===== config.mk =====
export PLATFORM = sky130hd
export DESIGN_NAME = transport_receive
export DESIGN_NICKNAME = d
export VERILOG_FILES = /design/src/rtl/transport_pkg.sv /design/src/rtl/transport_receive_sample_fifo.sv /design/src/rtl/transport_receive.sv
export SDC_FILE = /design/constraint.sdc
export NUM_CORES = 1
export LEC_CHECK = 0
export CORE_ASPECT_RATIO = 0.75
export CORE_MARGIN = 5
export CORE_UTILIZATION = 55
export CTS_CLUSTER_DIAMETER = 40
export DETAILED_ROUTE_END_ITERATION = 8
export PLACE_DENSITY = 0.74
export SLEW_MARGIN = 20
export SYNTH_ARGS = -nofsm -noshare
export SYNTH_HDL_FRONTEND = slang
export SYNTH_HIERARCHICAL = 1
export SYNTH_SLANG_ARGS = --single-unit

===== constraint.sdc =====
create_clock -name clk -period 7.2 [get_ports clk]
set_input_delay 1.8 -clock clk [delete_from_list [all_inputs] [get_ports clk]]
set_output_delay 1.8 -clock clk [all_outputs]
set_load 0.02 [all_outputs]

===== src/rtl/transport_pkg.sv =====
// Shared framing constants for the transport send/receive pair.
package transport_pkg;

    localparam logic [7:0] HDR_CTRL  = 8'h40;
    localparam logic [7:0] HDR_AUDIO = 8'h80;
    localparam logic [7:0] TRAILER   = 8'hFF;

    typedef enum logic [1:0] {
        CMD_IDLE  = 2'b00,
        CMD_CTRL  = 2'b01,
        CMD_AUDIO = 2'b10
    } cmd_e;

    localparam logic [1:0] ERR_NONE   = 2'b00;
    localparam logic [1:0] ERR_HEADER = 2'b01;
    localparam logic [1:0] ERR_FORMAT = 2'b10;
    localparam logic [1:0] ERR_TRUNC  = 2'b11;

endpackage


===== src/rtl/transport_receive_sample_fifo.sv =====
// Synchronous FIFO for decoded audio samples; registered occupancy drives the
// full/empty flags, and a read frees a slot for a write in the same cycle.
module sample_fifo #(
    parameter int WIDTH = 16,
    parameter int DEPTH = 8
) (
    input  logic             clk,
    input  logic             reset,
    input  logic             wr_en_i,
    input  logic [WIDTH-1:0] wr_data_i,
    input  logic             rd_en_i,
    output logic [WIDTH-1:0] rd_data_o,
    output logic             full_o,
    output logic             empty_o
);
    localparam int AW = $clog2(DEPTH);
    localparam logic [AW:0] FULL_CNT = (AW+1)'(DEPTH);

    logic [WIDTH-1:0] mem_q [DEPTH];
    logic [AW-1:0]    wr_ptr_q, rd_ptr_q;
    logic [AW:0]      count_q;
    logic             do_rd, do_wr;

    assign empty_o   = (count_q == '0);
    assign full_o    = (count_q == FULL_CNT);
    assign do_rd     = rd_en_i && !empty_o;
    assign do_wr     = wr_en_i && (!full_o || do_rd);
    assign rd_data_o = mem_q[rd_ptr_q];

    always_ff @(posedge clk) begin
        if (reset) begin
            wr_ptr_q <= '0;
            rd_ptr_q <= '0;
            count_q  <= '0;
            for (int unsigned i = 0; i < DEPTH; i++) begin
                mem_q[i] <= '0;
            end
        end else begin
            if (do_wr) begin
                mem_q[wr_ptr_q] <= wr_data_i;
                wr_ptr_q        <= wr_ptr_q + 1'b1;
            end
            if (do_rd) begin
                rd_ptr_q <= rd_ptr_q + 1'b1;
            end
            case ({do_wr, do_rd})
                2'b10:   count_q <= count_q + 1'b1;
                2'b01:   count_q <= count_q - 1'b1;
                default: count_q <= count_q;
            endcase
        end
    end

endmodule


===== src/rtl/transport_receive.sv =====
// Receive-side transport stage: parses framed control/audio packets, emits
// control words and audio samples, and reports malformed or truncated packets.
module transport_receive
    import transport_pkg::*;
#(
    parameter int packetSize = 16,
    parameter int FIFO_DEPTH = 8
) (
    input  logic        clk,
    input  logic        reset,
    input  logic [7:0]  rx_byte,
    input  logic        rx_valid,
    input  logic        rx_frame,
    output logic [15:0] ctrl_data,
    output logic        ctrl_valid,
    output logic [15:0] audio_data,
    output logic        audio_valid,
    input  logic        audio_ready,
    output logic        pkt_error,
    output logic [1:0]  err_code,
    output logic        overflow,
    output logic        busy
);
    localparam int CW = $clog2(packetSize + 1);
    localparam logic [CW-1:0] IDX_LAST     = CW'(packetSize - 1);
    localparam logic [CW-1:0] IDX_LAST_PLD = CW'(packetSize - 2);

    localparam logic [2:0] ST_IDLE     = 3'd0;
    localparam logic [2:0] ST_CTRL_HI  = 3'd1;
    localparam logic [2:0] ST_CTRL_LO  = 3'd2;
    localparam logic [2:0] ST_CTRL_PAD = 3'd3;
    localparam logic [2:0] ST_AUD_HI   = 3'd4;
    localparam logic [2:0] ST_AUD_LO   = 3'd5;
    localparam logic [2:0] ST_AUD_TRL  = 3'd6;
    localparam logic [2:0] ST_DISCARD  = 3'd7;

    logic [2:0]    state_q, state_d;
    logic [CW-1:0] cnt_q, cnt_d;
    logic          done_q, done_d;
    logic [15:0]   hold_q, hold_d;
    logic [15:0]   ctrl_data_q, ctrl_data_d;
    logic          ctrl_valid_q, ctrl_valid_d;
    logic          push_q, push_d;
    logic [15:0]   push_data_q, push_data_d;
    logic          pkt_error_q, pkt_error_d;
    logic [1:0]    err_code_q, err_code_d;
    logic          overflow_q, overflow_d;

    logic accept;
    logic fifo_full, fifo_empty, pop;

    assign accept = rx_valid && rx_frame;

    // done_q marks a completed packet whose frame is still open; any further
    // bytes in that frame are excess and are dropped without an error.
    always_comb begin
        state_d      = state_q;
        cnt_d        = cnt_q;
        done_d       = done_q;
        hold_d       = hold_q;
        ctrl_data_d  = ctrl_data_q;
        ctrl_valid_d = 1'b0;
        push_d       = 1'b0;
        push_data_d  = push_data_q;
        pkt_error_d  = 1'b0;
        err_code_d   = ERR_NONE;

        if (!rx_frame) begin
            done_d = 1'b0;
        end

        case (state_q)
            ST_IDLE: begin
                cnt_d = '0;
                if (accept) begin
                    if (done_q) begin
                        state_d = ST_DISCARD;
                    end else begin
                        cnt_d = CW'(1);
                        if (rx_byte == HDR_CTRL) begin
                            state_d = ST_CTRL_HI;
                        end else if (rx_byte == HDR_AUDIO) begin
                            state_d = ST_AUD_HI;
                        end else begin
                            pkt_error_d = 1'b1;
                            err_code_d  = ERR_HEADER;
                            state_d     = ST_DISCARD;
                        end
                    end
                end
            end
            ST_DISCARD: begin
                cnt_d = '0;
                if (!rx_frame) begin
                    state_d = ST_IDLE;
                end
            end
            default: begin
                if (!rx_frame) begin
                    pkt_error_d = 1'b1;
                    err_code_d  = ERR_TRUNC;
                    state_d     = ST_IDLE;
                    cnt_d       = '0;
                end else if (accept) begin
                    cnt_d = cnt_q + 1'b1;
                    case (state_q)
                        ST_CTRL_HI: begin
                            hold_d[15:8] = rx_byte;
                            state_d      = ST_CTRL_LO;
                        end
                        ST_CTRL_LO: begin
                            hold_d[7:0] = rx_byte;
                            state_d     = ST_CTRL_PAD;
                        end
                        ST_CTRL_PAD: begin
                            if (rx_byte != 8'h00) begin
                                pkt_error_d = 1'b1;
                                err_code_d  = ERR_FORMAT;
                                state_d     = ST_DISCARD;
                            end else if (cnt_q == IDX_LAST) begin
                                ctrl_data_d  = hold_q;
                                ctrl_valid_d = 1'b1;
                                done_d       = 1'b1;
                                state_d      = ST_IDLE;
                            end
                        end
                        ST_AUD_HI: begin
                            hold_d[15:8] = rx_byte;
                            state_d      = ST_AUD_LO;
                        end
                        ST_AUD_LO: begin
                            push_d      = 1'b1;
                            push_data_d = {hold_q[15:8], rx_byte};
                            state_d     = (cnt_q == IDX_LAST_PLD) ? ST_AUD_TRL : ST_AUD_HI;
                        end
                        ST_AUD_TRL: begin
                            if (rx_byte == TRAILER) begin
                                done_d  = 1'b1;
                                state_d = ST_IDLE;
                            end else begin
                                pkt_error_d = 1'b1;
                                err_code_d  = ERR_FORMAT;
                                state_d     = ST_DISCARD;
                            end
                        end
                        default: state_d = ST_DISCARD;
                    endcase
                end
            end
        endcase
    end

    assign pop        = audio_valid && audio_ready;
    assign overflow_d = overflow_q || (push_q && fifo_full && !pop);

    always_ff @(posedge clk) begin
        if (reset) begin
            state_q      <= ST_IDLE;
            cnt_q        <= '0;
            done_q       <= 1'b0;
            hold_q       <= '0;
            ctrl_data_q  <= '0;
            ctrl_valid_q <= 1'b0;
            push_q       <= 1'b0;
            push_data_q  <= '0;
            pkt_error_q  <= 1'b0;
            err_code_q   <= ERR_NONE;
            overflow_q   <= 1'b0;
        end else begin
            state_q      <= state_d;
            cnt_q        <= cnt_d;
            done_q       <= done_d;
            hold_q       <= hold_d;
            ctrl_data_q  <= ctrl_data_d;
            ctrl_valid_q <= ctrl_valid_d;
            push_q       <= push_d;
            push_data_q  <= push_data_d;
            pkt_error_q  <= pkt_error_d;
            err_code_q   <= err_code_d;
            overflow_q   <= overflow_d;
        end
    end

    sample_fifo #(
        .WIDTH (16),
        .DEPTH (FIFO_DEPTH)
    ) u_fifo (
        .clk       (clk),
        .reset     (reset),
        .wr_en_i   (push_q),
        .wr_data_i (push_data_q),
        .rd_en_i   (pop),
        .rd_data_o (audio_data),
        .full_o    (fifo_full),
        .empty_o   (fifo_empty)
    );

    assign audio_valid = !fifo_empty;
    assign ctrl_data   = ctrl_data_q;
    assign ctrl_valid  = ctrl_valid_q;
    assign pkt_error   = pkt_error_q;
    assign err_code    = err_code_q;
    assign overflow    = overflow_q;
    assign busy        = (state_q != ST_IDLE);

endmodule


==> results.tsv <==
stage	metric	value	unit
drt	via count	6068	
sta	Worst slew margin	29.4	%
worst_setup_path	worst reg2reg path startpoint	u_fifo/count_q[1]	
yosys	top_reg_cell synth	edfxtp_1	
layout	diode count	0	
clocking	hold buffer count at CTS	0	
sta	RSZ-0062 raised after global routing	false	
layout	commonest non-fill, non-tap cell in the layout	and3_1	
worst_setup_path	critical path type	flip-flop to primary output	
sta	Max Clock Skew	0.0136	ns
placement	Place WS	2.64	ns
clocking	post-CTS setup buffer count	0	
drt	via/cell ratio	6.19	
min_path	Worst Hold Class	flip-flop to flip-flop	
clocking	Clock transition at path regs	0.06	ns
worst_setup_path	WP data required	5.40	ns
drt	wire per inst	21.3	um
worst_setup_path	critical path arrival	2.82	ns
sta	min cycle time layout	4.62	ns
floorplanning	initial core utilization	56.5	%
min_path	hold_sp	ctrl_data[8]	
placement	HPWL Detailed	13200	um
drt	DR pass1 iterations	5	
yosys	ys async rst share	0	%
yosys	Yosys Warn Count	6	
worst_setup_path	crit path capture type	primary output	
outcome	status	completed	
yosys	post-synthesis register bit count	204	
grt	initial antenna violation count	0	
yosys	Post-Syn Area	9140	um2
drt	Post-DRT Antenna Nets	0	
floorplanning	core area	16200	um2
floorplanning	num rows	40	
yosys	Post-Synthesis Cells	720	
yosys	Post-synth EDFFs	128	
floorplanning	DIE AREA	19300	um2
pwr	Tot Pwr	2.75	mW
min_path	Min-Delay Endpoint	ctrl_data[8]	
clocking	H-tree lvl count	1	
sta	final worst slack	2.58	ns
clocking	CTS tree	built	
yosys	Post-Synthesis Net Count	742	
sta	Slew Viols, Final	0	
flow_run	max_cap viols	0	
sta	Hold Fails Final Rpt	0	
clocking	TritonCTS Buffers	26	
layout	nets	772	
pwr	static leakage	4.18	nW
grt	first-pass GRT wire length	33500	um
layout	layout cells sized above 1	15.8	%
grt	vias in the first global route	6079	
floorplanning	die width	159	um
worst_setup_path	critical path startpoint category	flip-flop	
worst_setup_path	Worst Reg-to-Reg Cells	5	
placement	IO Port Bufs	51	
drt	DRC errors left	0	
clocking	CTS Buffer Depth	3	
yosys	Netlist cell types	53	
worst_setup_path	reg2reg setup slack	4.35	ns
layout	most frequent cells in the layout	and3_1, edfxtp_1, dfxtp_1	
yosys	Mean Syn Cell Area	12.7	um2
yosys	Seq/Total Area, Yosys	58.7	%
placement	placed insts	931	
placement	GPL Wtd Cong	0.911	
grt	pin count of the biggest net entering global routing	135	
pwr	VDD IR max	0.000218	V
sta	TNS Setup	0	ns
worst_setup_path	Max FO, Critical Path	32	
clocking	Root Buffer	clkbuf_16	
sta	final setup violation count	0	
floorplanning	I/O Pins	52	
layout	area grow syn2layout	15.9	%
clocking	post_cts resized	0	
drt	Post-Route WL	20900	um
drt	DRT iter0 DRCs	488	
clocking	later-pin clock latency in the skew report	0.52	ns
min_path	hold depth	2	
pwr	pwr dens	260	nW/um2
clocking	clk sinks	204	
layout	fill cell count	1187	
grt	aggregate global routing overflow	0	
layout	final instance count without filler cells	980	
sta	Slew @ Worst Pin	1.05	ns
sta	Max Clock Freq	0.217	GHz
grt	Total GRT Usage	21.4	%
floorplanning	Vert. Die Dim	122	um
worst_setup_path	R2R Path End	u_fifo/mem_q[4][13]	
sta	fin crit share	64.1	%
==> cell usage after synthesis (6+ instances only) <==
master | count | area (um2)
buf_6 | 9 | 101
a311oi_1 | 7 | 61.3
inv_1 | 12 | 45.0
a21oi_1 | 27 | 135
mux2i_1 | 33 | 330
ha_1 | 8 | 100
nand3_1 | 6 | 30.0
dfxtp_1 | 76 | 1520
and3_1 | 131 | 820
xor2_1 | 7 | 61.3
mux4_2 | 32 | 721
nand2_1 | 46 | 173
mux2_2 | 16 | 180
clkbuf_1 | 36 | 135
nor3_1 | 8 | 40.0
nor2_1 | 60 | 225
buf_2 | 9 | 45.0
edfxtp_1 | 128 | 3840
==> per-layer routing <==
| metal | GRT usage [%] | part of all wire, % |
|---|---|---|
| met1 | 29.7 | 42 |
| met2 | 36.0 | 49 |
| met3 | 3.28 | 7.3 |
| met4 | 4.90 | 1.8 |
| met5 | 0 | 0 |
==> how the worst max path moves through the flow <==
stage                     slack (ns)  cells after the start             endpoint
after floorplan                 3.44                     10    u_fifo/count_q[3]
after global placement          2.75                      5  u_fifo/mem_q[1][11]
after detailed placement        2.64                      5  u_fifo/mem_q[1][11]
after CTS                       2.50                      4        audio_data[0]
after global routing            2.42                      4        audio_data[0]
final                           2.58                      4        audio_data[0]
==> critical path, stage by stage, from the launching register on <==
cell,delay [ns]
dfxtp_2,0.31
buf_4,0.53
mux4_2,0.60
mux2_2,0.31
clkdlybuf4s50_1,0.55
==> layout make-up <==
| class | count | area, um2 | area share, % |
|---|---|---|---|
| Clock buffer | 31 | 702 | 6.63 |
| Clock inverter | 17 | 174 | 1.64 |
| Inverter | 12 | 45.0 | 0.425 |
| Multi-Input combinational cell | 446 | 3460 | 32.7 |
| Sequential cell | 204 | 5370 | 50.7 |
| Tap cell | 210 | 263 | 2.48 |
| Timing Repair Buffer | 60 | 573 | 5.41 |
==> logic make-up (layout without fill, tap and decap cells) <==
| kind of cell | after synthesis | after routing | synth area share (%) |
|---|---|---|---|
| compound gates | 61 | 61 | 4.53 |
| xor+xnor | 10 | 10 | 0.958 |
| fa+ha+maj | 10 | 10 | 1.42 |
| buf+inv | 70 | 120 | 3.86 |
| flops | 204 | 204 | 58.7 |
| mux | 81 | 81 | 13.5 |
| simple gates | 284 | 284 | 17.1 |
==> state kept, by name, summed over array words and instances (netlist names), named ones only <==
name and flops:
cnt_q 5, ctrl_data 16, ctrl_valid 1, done_q 1, err_code 2, hold_q 16
overflow 1, pkt_error 1, push_data_q 16, push_q 1, state_q 3, u_fifo/count_q 4
u_fifo/mem_q 128, u_fifo/rd_ptr_q 3, u_fifo/wr_ptr_q 3
==> through the flow <==
step	hold slack, ns	utilization [%]	instance area [um2]
2_1_floorplan	0.436	-	9140
3_3_place_gp	0.439	59.9	9690
3_5_place_dp	0.449	59.9	9690
4_1_cts	0.456	65.4	10600
5_1_grt	0.478	65.5	10600
6_report	0.453	65.5	10600
==> power breakdown <==
group	total [mW]	internal (mW)	leakage, nW	switching (mW)
clock	1.29	0.781	0.432	0.505
combinational	0.162	0.0647	1.82	0.0972
sequential	1.30	1.28	1.93	0.0271
Power figures use the tool's default switching activity.
